<file path="src/rtl/grf_write_arbiter_if.sv">
// -----------------------------------------------------------------------------
// grf_write_arbiter_if
// Purpose : Bundles the signals between the two writeback requesters, the GRF
//           write port, the hazard query and grf_write_arbiter.
// Params  : AW  - register address width
//           DW  - write-data width
//           PCW - PC tag width
// Signals : req0_* / req1_* - valid/addr/data/pc from the requester, ready back
//           grf_*           - registered GRF write port (we/a3/wd/pc)
//           qry_*           - in-flight write query (addr in, hit/data out)
// Modports: master - requester/GRF/hazard side
//           slave  - the arbiter
// -----------------------------------------------------------------------------
interface grf_write_arbiter_if #(
  parameter int AW  = 5,
  parameter int DW  = 32,
  parameter int PCW = 32
);
  logic           req0_valid;
  logic [AW-1:0]  req0_addr;
  logic [DW-1:0]  req0_data;
  logic [PCW-1:0] req0_pc;
  logic           req0_ready;

  logic           req1_valid;
  logic [AW-1:0]  req1_addr;
  logic [DW-1:0]  req1_data;
  logic [PCW-1:0] req1_pc;
  logic           req1_ready;

  logic           grf_we;
  logic [AW-1:0]  grf_a3;
  logic [DW-1:0]  grf_wd;
  logic [PCW-1:0] grf_pc;

  logic [AW-1:0]  qry_addr;
  logic           qry_hit;
  logic [DW-1:0]  qry_data;

  modport master (
    output req0_valid, req0_addr, req0_data, req0_pc,
    input  req0_ready,
    output req1_valid, req1_addr, req1_data, req1_pc,
    input  req1_ready,
    input  grf_we, grf_a3, grf_wd, grf_pc,
    output qry_addr,
    input  qry_hit, qry_data
  );

  modport slave (
    input  req0_valid, req0_addr, req0_data, req0_pc,
    output req0_ready,
    input  req1_valid, req1_addr, req1_data, req1_pc,
    output req1_ready,
    output grf_we, grf_a3, grf_wd, grf_pc,
    input  qry_addr,
    output qry_hit, qry_data
  );
endinterface

</file>
<file path="src/rtl/grf_write_arbiter.sv">
// -----------------------------------------------------------------------------
// grf_write_arbiter
// Purpose : Shares the single GRF write port between port 0 (pipeline W stage)
//           and port 1 (multi-cycle unit / load return). Round-robin grant,
//           one registered output stage, plus an in-flight write query for
//           hazard logic.
// Ports   : clk   - system clock, rising edge
//           reset - synchronous, active-high reset
//           bus   - grf_write_arbiter_if.slave (requests, GRF port, query)
// Config  : GRF_ARB_FIXED_PRIO_EN - when defined, port 0 always wins a
//           contention and the round-robin pointer is not built.
// -----------------------------------------------------------------------------
module grf_write_arbiter #(
  parameter int AW  = 5,
  parameter int DW  = 32,
  parameter int PCW = 32
) (
  input  logic                clk,
  input  logic                reset,
  grf_write_arbiter_if.slave  bus
);

  logic           w_gnt0;
  logic           w_gnt1;
  logic [AW-1:0]  w_win_addr;
  logic [DW-1:0]  w_win_data;
  logic [PCW-1:0] w_win_pc;

  logic           r_we;
  logic [AW-1:0]  r_a3;
  logic [DW-1:0]  r_wd;
  logic [PCW-1:0] r_pc;

`ifdef GRF_ARB_FIXED_PRIO_EN
  // Port 0 drains every cycle in the target cores, so it simply wins.
  always_comb begin
    w_gnt0 = !reset && bus.req0_valid;
    w_gnt1 = !reset && bus.req1_valid && !bus.req0_valid;
  end
`else
  // r_rr_ptr names the port that wins the next contention.
  logic r_rr_ptr;

  always_comb begin
    w_gnt0 = !reset && bus.req0_valid && (!bus.req1_valid || !r_rr_ptr);
    w_gnt1 = !reset && bus.req1_valid && (!bus.req0_valid ||  r_rr_ptr);
  end

  // The winner hands priority to the other port; idle cycles keep it.
  always_ff @(posedge clk) begin
    if (reset) begin
      r_rr_ptr <= 1'b0;
    end else if (w_gnt0) begin
      r_rr_ptr <= 1'b1;
    end else if (w_gnt1) begin
      r_rr_ptr <= 1'b0;
    end
  end
`endif

  // Grants are one-hot, so a two-way mux on w_gnt1 selects the winner.
  always_comb begin
    w_win_addr = w_gnt1 ? bus.req1_addr : bus.req0_addr;
    w_win_data = w_gnt1 ? bus.req1_data : bus.req0_data;
    w_win_pc   = w_gnt1 ? bus.req1_pc   : bus.req0_pc;
  end

  // Output stage: writes to $0 are consumed but never enable the GRF;
  // address/data/pc hold their values when nothing is accepted.
  always_ff @(posedge clk) begin
    if (reset) begin
      r_we <= 1'b0;
      r_a3 <= '0;
      r_wd <= '0;
      r_pc <= '0;
    end else if (w_gnt0 || w_gnt1) begin
      r_we <= (w_win_addr != '0);
      r_a3 <= w_win_addr;
      r_wd <= w_win_data;
      r_pc <= w_win_pc;
    end else begin
      r_we <= 1'b0;
    end
  end

  assign bus.req0_ready = w_gnt0;
  assign bus.req1_ready = w_gnt1;

  assign bus.grf_we = r_we;
  assign bus.grf_a3 = r_a3;
  assign bus.grf_wd = r_wd;
  assign bus.grf_pc = r_pc;

  // $0 is hard-wired, so a pending "write" to it is never a hazard.
  assign bus.qry_hit  = r_we && (r_a3 == bus.qry_addr) && (bus.qry_addr != '0);
  assign bus.qry_data = r_wd;

endmodule

</file>
<file path="src/flat_wrapper.sv">
// flat-port wrapper written by rule: the top's interface ports become plain ports
module grf_write_arbiter_flat 
#(
  parameter int AW  = 5,
  parameter int DW  = 32,
  parameter int PCW = 32
)
  (clk, reset, bus_req0_valid, bus_req0_addr, bus_req0_data, bus_req0_pc, bus_req0_ready, bus_req1_valid, bus_req1_addr, bus_req1_data, bus_req1_pc, bus_req1_ready, bus_grf_we, bus_grf_a3, bus_grf_wd, bus_grf_pc, bus_qry_addr, bus_qry_hit, bus_qry_data);
  grf_write_arbiter_if #(.AW(AW), .DW(DW), .PCW(PCW)) bus_i ();
  input  logic clk;
  input  logic reset;
  input wire logic [$bits(bus_i.req0_valid)-1:0] bus_req0_valid;
  input wire logic [$bits(bus_i.req0_addr)-1:0] bus_req0_addr;
  input wire logic [$bits(bus_i.req0_data)-1:0] bus_req0_data;
  input wire logic [$bits(bus_i.req0_pc)-1:0] bus_req0_pc;
  output wire logic [$bits(bus_i.req0_ready)-1:0] bus_req0_ready;
  input wire logic [$bits(bus_i.req1_valid)-1:0] bus_req1_valid;
  input wire logic [$bits(bus_i.req1_addr)-1:0] bus_req1_addr;
  input wire logic [$bits(bus_i.req1_data)-1:0] bus_req1_data;
  input wire logic [$bits(bus_i.req1_pc)-1:0] bus_req1_pc;
  output wire logic [$bits(bus_i.req1_ready)-1:0] bus_req1_ready;
  output wire logic [$bits(bus_i.grf_we)-1:0] bus_grf_we;
  output wire logic [$bits(bus_i.grf_a3)-1:0] bus_grf_a3;
  output wire logic [$bits(bus_i.grf_wd)-1:0] bus_grf_wd;
  output wire logic [$bits(bus_i.grf_pc)-1:0] bus_grf_pc;
  input wire logic [$bits(bus_i.qry_addr)-1:0] bus_qry_addr;
  output wire logic [$bits(bus_i.qry_hit)-1:0] bus_qry_hit;
  output wire logic [$bits(bus_i.qry_data)-1:0] bus_qry_data;
  assign bus_i.req0_valid = bus_req0_valid;
  assign bus_i.req0_addr = bus_req0_addr;
  assign bus_i.req0_data = bus_req0_data;
  assign bus_i.req0_pc = bus_req0_pc;
  assign bus_req0_ready = bus_i.req0_ready;
  assign bus_i.req1_valid = bus_req1_valid;
  assign bus_i.req1_addr = bus_req1_addr;
  assign bus_i.req1_data = bus_req1_data;
  assign bus_i.req1_pc = bus_req1_pc;
  assign bus_req1_ready = bus_i.req1_ready;
  assign bus_grf_we = bus_i.grf_we;
  assign bus_grf_a3 = bus_i.grf_a3;
  assign bus_grf_wd = bus_i.grf_wd;
  assign bus_grf_pc = bus_i.grf_pc;
  assign bus_i.qry_addr = bus_qry_addr;
  assign bus_qry_hit = bus_i.qry_hit;
  assign bus_qry_data = bus_i.qry_data;
  grf_write_arbiter #(.AW(AW), .DW(DW), .PCW(PCW)) u_core (.clk(clk), .reset(reset), .bus(bus_i));
endmodule
</file>
<file path="config.mk">
export PLATFORM = sky130hd
export DESIGN_NAME = grf_write_arbiter_flat
export DESIGN_NICKNAME = d
export VERILOG_FILES = /design/src/rtl/grf_write_arbiter_if.sv /design/src/rtl/grf_write_arbiter.sv /design/src/flat_wrapper.sv
export SDC_FILE = /design/constraint.sdc
export NUM_CORES = 1
export LEC_CHECK = 0
export BUFFER_PORTS_ARGS = -buffer_cell sky130_fd_sc_hd__buf_2
export CORE_ASPECT_RATIO = 0.7
export CORE_MARGIN = 10
export CORE_UTILIZATION = 44
export CTS_BUF_LIST = sky130_fd_sc_hd__clkbuf_4
export DETAILED_ROUTE_END_ITERATION = 10
export PLACE_DENSITY_LB_ADDON = 0.2
export SYNTH_ARGS = -nofsm -noshare
export SYNTH_HDL_FRONTEND = slang
export SYNTH_SLANG_ARGS = --single-unit
</file>
<file path="constraint.sdc">
create_clock -name clk -period 1.9 [get_ports clk]
set_input_delay 0.38 -clock clk [delete_from_list [all_inputs] [get_ports clk]]
set_output_delay 0.38 -clock clk [all_outputs]
set_load 0.01 [all_outputs]
</file>
==> qor.yml <==
outcome:
  status: "complete, no violations"
cells_and_area:
  area_delta_synth_final_pct: 32.7
  nets: 792
  diodes: 0
  fill_cells: 819
  final_common_cell: "buf_2"
  final_cell_mix: "251 x buf_2, 70 x nor2_1, 69 x or3b_1, 69 x a311oi_1, 67 x dfxtp_1"
  drive_gt1_share_pct: 44.9
setup_path:
  path_max_fanout: 4
  crit_required_ps: 1520
  endpoint_kind: "output pin"
  worstSetupStartpointType: "flop"
  crit_type: "flop to output pin"
  arrival_ps: 1430
sta:
  skew_ps: 9.67
  finalHoldViolCount: 0
  fin_ws_ps: 90.3
  tightest_slew_ps: 424
  period_minus_slack_ps: 1810
  finalMaxSlewViolations: 0
  relSlewSlack_pct: 71.7
  worst_hold_slack_ps: 212
  post-route-period-util_pct: 95.2
  setup_viol: 0
  max_freq_mhz: 553
  grt_setup_unrepaired: "true"
clock_network:
  cts_root_buf: "clkbuf_4"
  cts_made_buffers: 9
  clk-insertion-delay-late_ps: 430
  cts_tree: "built"
  htreeDepth: 3
  cts.clk_slew.worst_paths_ps: 110
  clockBufferDepth: 2
  cts_sinks: 71
route:
  wirelength_um: 14000
  drt-pass1-iter-count: 4
  drc: 0
  wl_per_cell_um: 18.2
  routed_via_density: 5.35
  vias: 4108
  ant_nets: 0
  drt_iter0_drc: 279
synth:
  ys_seq_area_share_pct: 36.4
  yosysUniqueCellTypes: 25
  postSynthNetCount: 601
  yosysWarnings: 0
  synth_cells: 454
  synth-seq-cells: 71
  syn_avg_cell_area_um2: 8.60
  netlist_area_um2: 3900
floorplan:
  core-area_um2: 8550
  die_y_um: 98.8
  die_x_um: 133
  rows: 28
  fp.dieArea_um2: 13100
  num_io_pins: 252
  start_util_pct: 45.7
flow_run:
  cap_violations: 0
hold_path:
  hp-class: "primary input to flop"
global_route:
  grt_pass1_vias: 3979
  grt_overflow: 0
  use_met3_pct: 10.0
  grt_antenna_before_repair: 0
  use_met1_pct: 20.0
  grt_pass1_wl_um: 20900
  top_usage_layer: "met2"
  grt_util_all_layers_pct: 19.4
  grt_util_met2_pct: 34.1
  grt_max_degree: 78
power_and_ir_drop:
  vdd_drop_max_uv: 320
  pwr_density_cell_nw_per_um2: 661
  p_leak_nw: 2.36
placed_design:
  dp_slack_ps: 215
  dpl.hpwl_um: 10600
  placement.io_buffers: 251
  gp_congestion: 0.795
-- stage by stage --
| step | std cells | power, mW | instance area (µm²) | TNS (ps) | utilization, % |
|---|---|---|---|---|---|
| floorplan | 454 | 2.27 | 3910 | 0 | - |
| global placement | 752 | 2.61 | 5000 | 0 | 58.5 |
| detailed placement | 752 | 2.64 | 5000 | 0 | 58.5 |
| CTS | 766 | 3.44 | 5100 | 0 | 59.7 |
| global route | 768 | 3.64 | 5180 | -9.88 | 60.6 |
| finish | 768 | 3.43 | 5180 | 0 | 60.6 |
-- critical path, cell delays in order, from the launching register on --
cell and delay [ps]:
dfxtp_4 390, o41ai_4 350, a211oi_2 110, buf_2 160
-- cell type report --
class                   instances  area (µm²)  share of cell area, %
flip-flops and latches         71        1430                   27.6
multi-input cells             298        2020                   39.0
clock buffers                  12        90.1                   1.74
repair buffers                265        1480                   28.5
clock inverters                 2        10.0                  0.193
well taps                     120         150                   2.90
-- registers in the layout, summed over array words and instances, names as in the netlist --
name and count:
u_core.bus.grf_pc 32, u_core.bus.grf_wd 32, u_core.bus.grf_a3 5, u_core.bus.grf_we 1, u_core.r_rr_ptr 1
-- synth_stat cells --
cell type / n / share of area, %
dfxtp_1: 71 / 36
nor2_1: 71 / 6.8
a311oi_1: 69 / 15
or3b_1: 69 / 15
o21ai_0: 50 / 6.4
clkbuf_1: 40 / 3.8
buf_4: 33 / 6.3
o21ai_1: 20 / 2.6
buf_6: 9 / 2.6
xnor2_1: 4 / 0.90
buf_2: 2 / 0.26
nand2_1: 2 / 0.19
or4_1: 2 / 0.38
a211oi_1: 1 / 0.19
a21oi_1: 1 / 0.13
and2_1: 1 / 0.16
buf_1: 1 / 0.096
nand2b_4: 1 / 0.35
nand3_1: 1 / 0.13
nor2b_2: 1 / 0.22
nor3_1: 1 / 0.13
o21a_1: 1 / 0.19
o21ba_2: 1 / 0.26
o311a_1: 1 / 0.26
o41ai_1: 1 / 0.22
-- routing by layer --
layer / vias to the layer above / wire length (µm) / part of all wire [%]
li1: 2050 / - / -
met1: 1876 / 5580 / 40
met2: 168 / 6940 / 50
met3: 14 / 1280 / 9.2
met4: 0 / 190 / 1.4
met5: - / 0 / 0
-- report_power, final --
group,leakage (nW),internal (mW),switching (mW)
registers,0.591,1.61,0.0857
logic,1.71,0.436,0.493
clock network,0.0630,0.296,0.507
total,2.36,2.34,1.09
-- timing repair --
action                                  in CTS  in global routing
endpoints found under the setup margin       1                  2
setup buffers                                0                  1
pin swaps                                    0                  2
gates cloned                                 0                  1
gates resized for setup                      3                  9
hold buffers                                 0                  0
-- logic make-up after synthesis --
logic type	synth area share, %
compound gates	25.7
flops	36.4
buf+inv	13.1
simple gates	23.9
xor+xnor	0.897
-- path summary, 6_finish.rpt --
path                                      startpoint                                  to  slack, ps  cells after the start
setup reg to reg        u_core.r_rr_ptr$_SDFFE_PP0P_   u_core.bus.grf_pc[5]$_SDFFE_PP0P_        320                      5
hold / removal                        bus_req0_valid        u_core.r_rr_ptr$_SDFFE_PP0P_        210                      2
setup / recovery   u_core.bus.grf_a3[3]$_SDFFE_PP0P_                         bus_qry_hit         90                      3
hold reg to reg   u_core.bus.grf_pc[15]$_SDFFE_PP0P_  u_core.bus.grf_pc[15]$_SDFFE_PP0P_        500                      2
(Power assumes the default switching activity.)
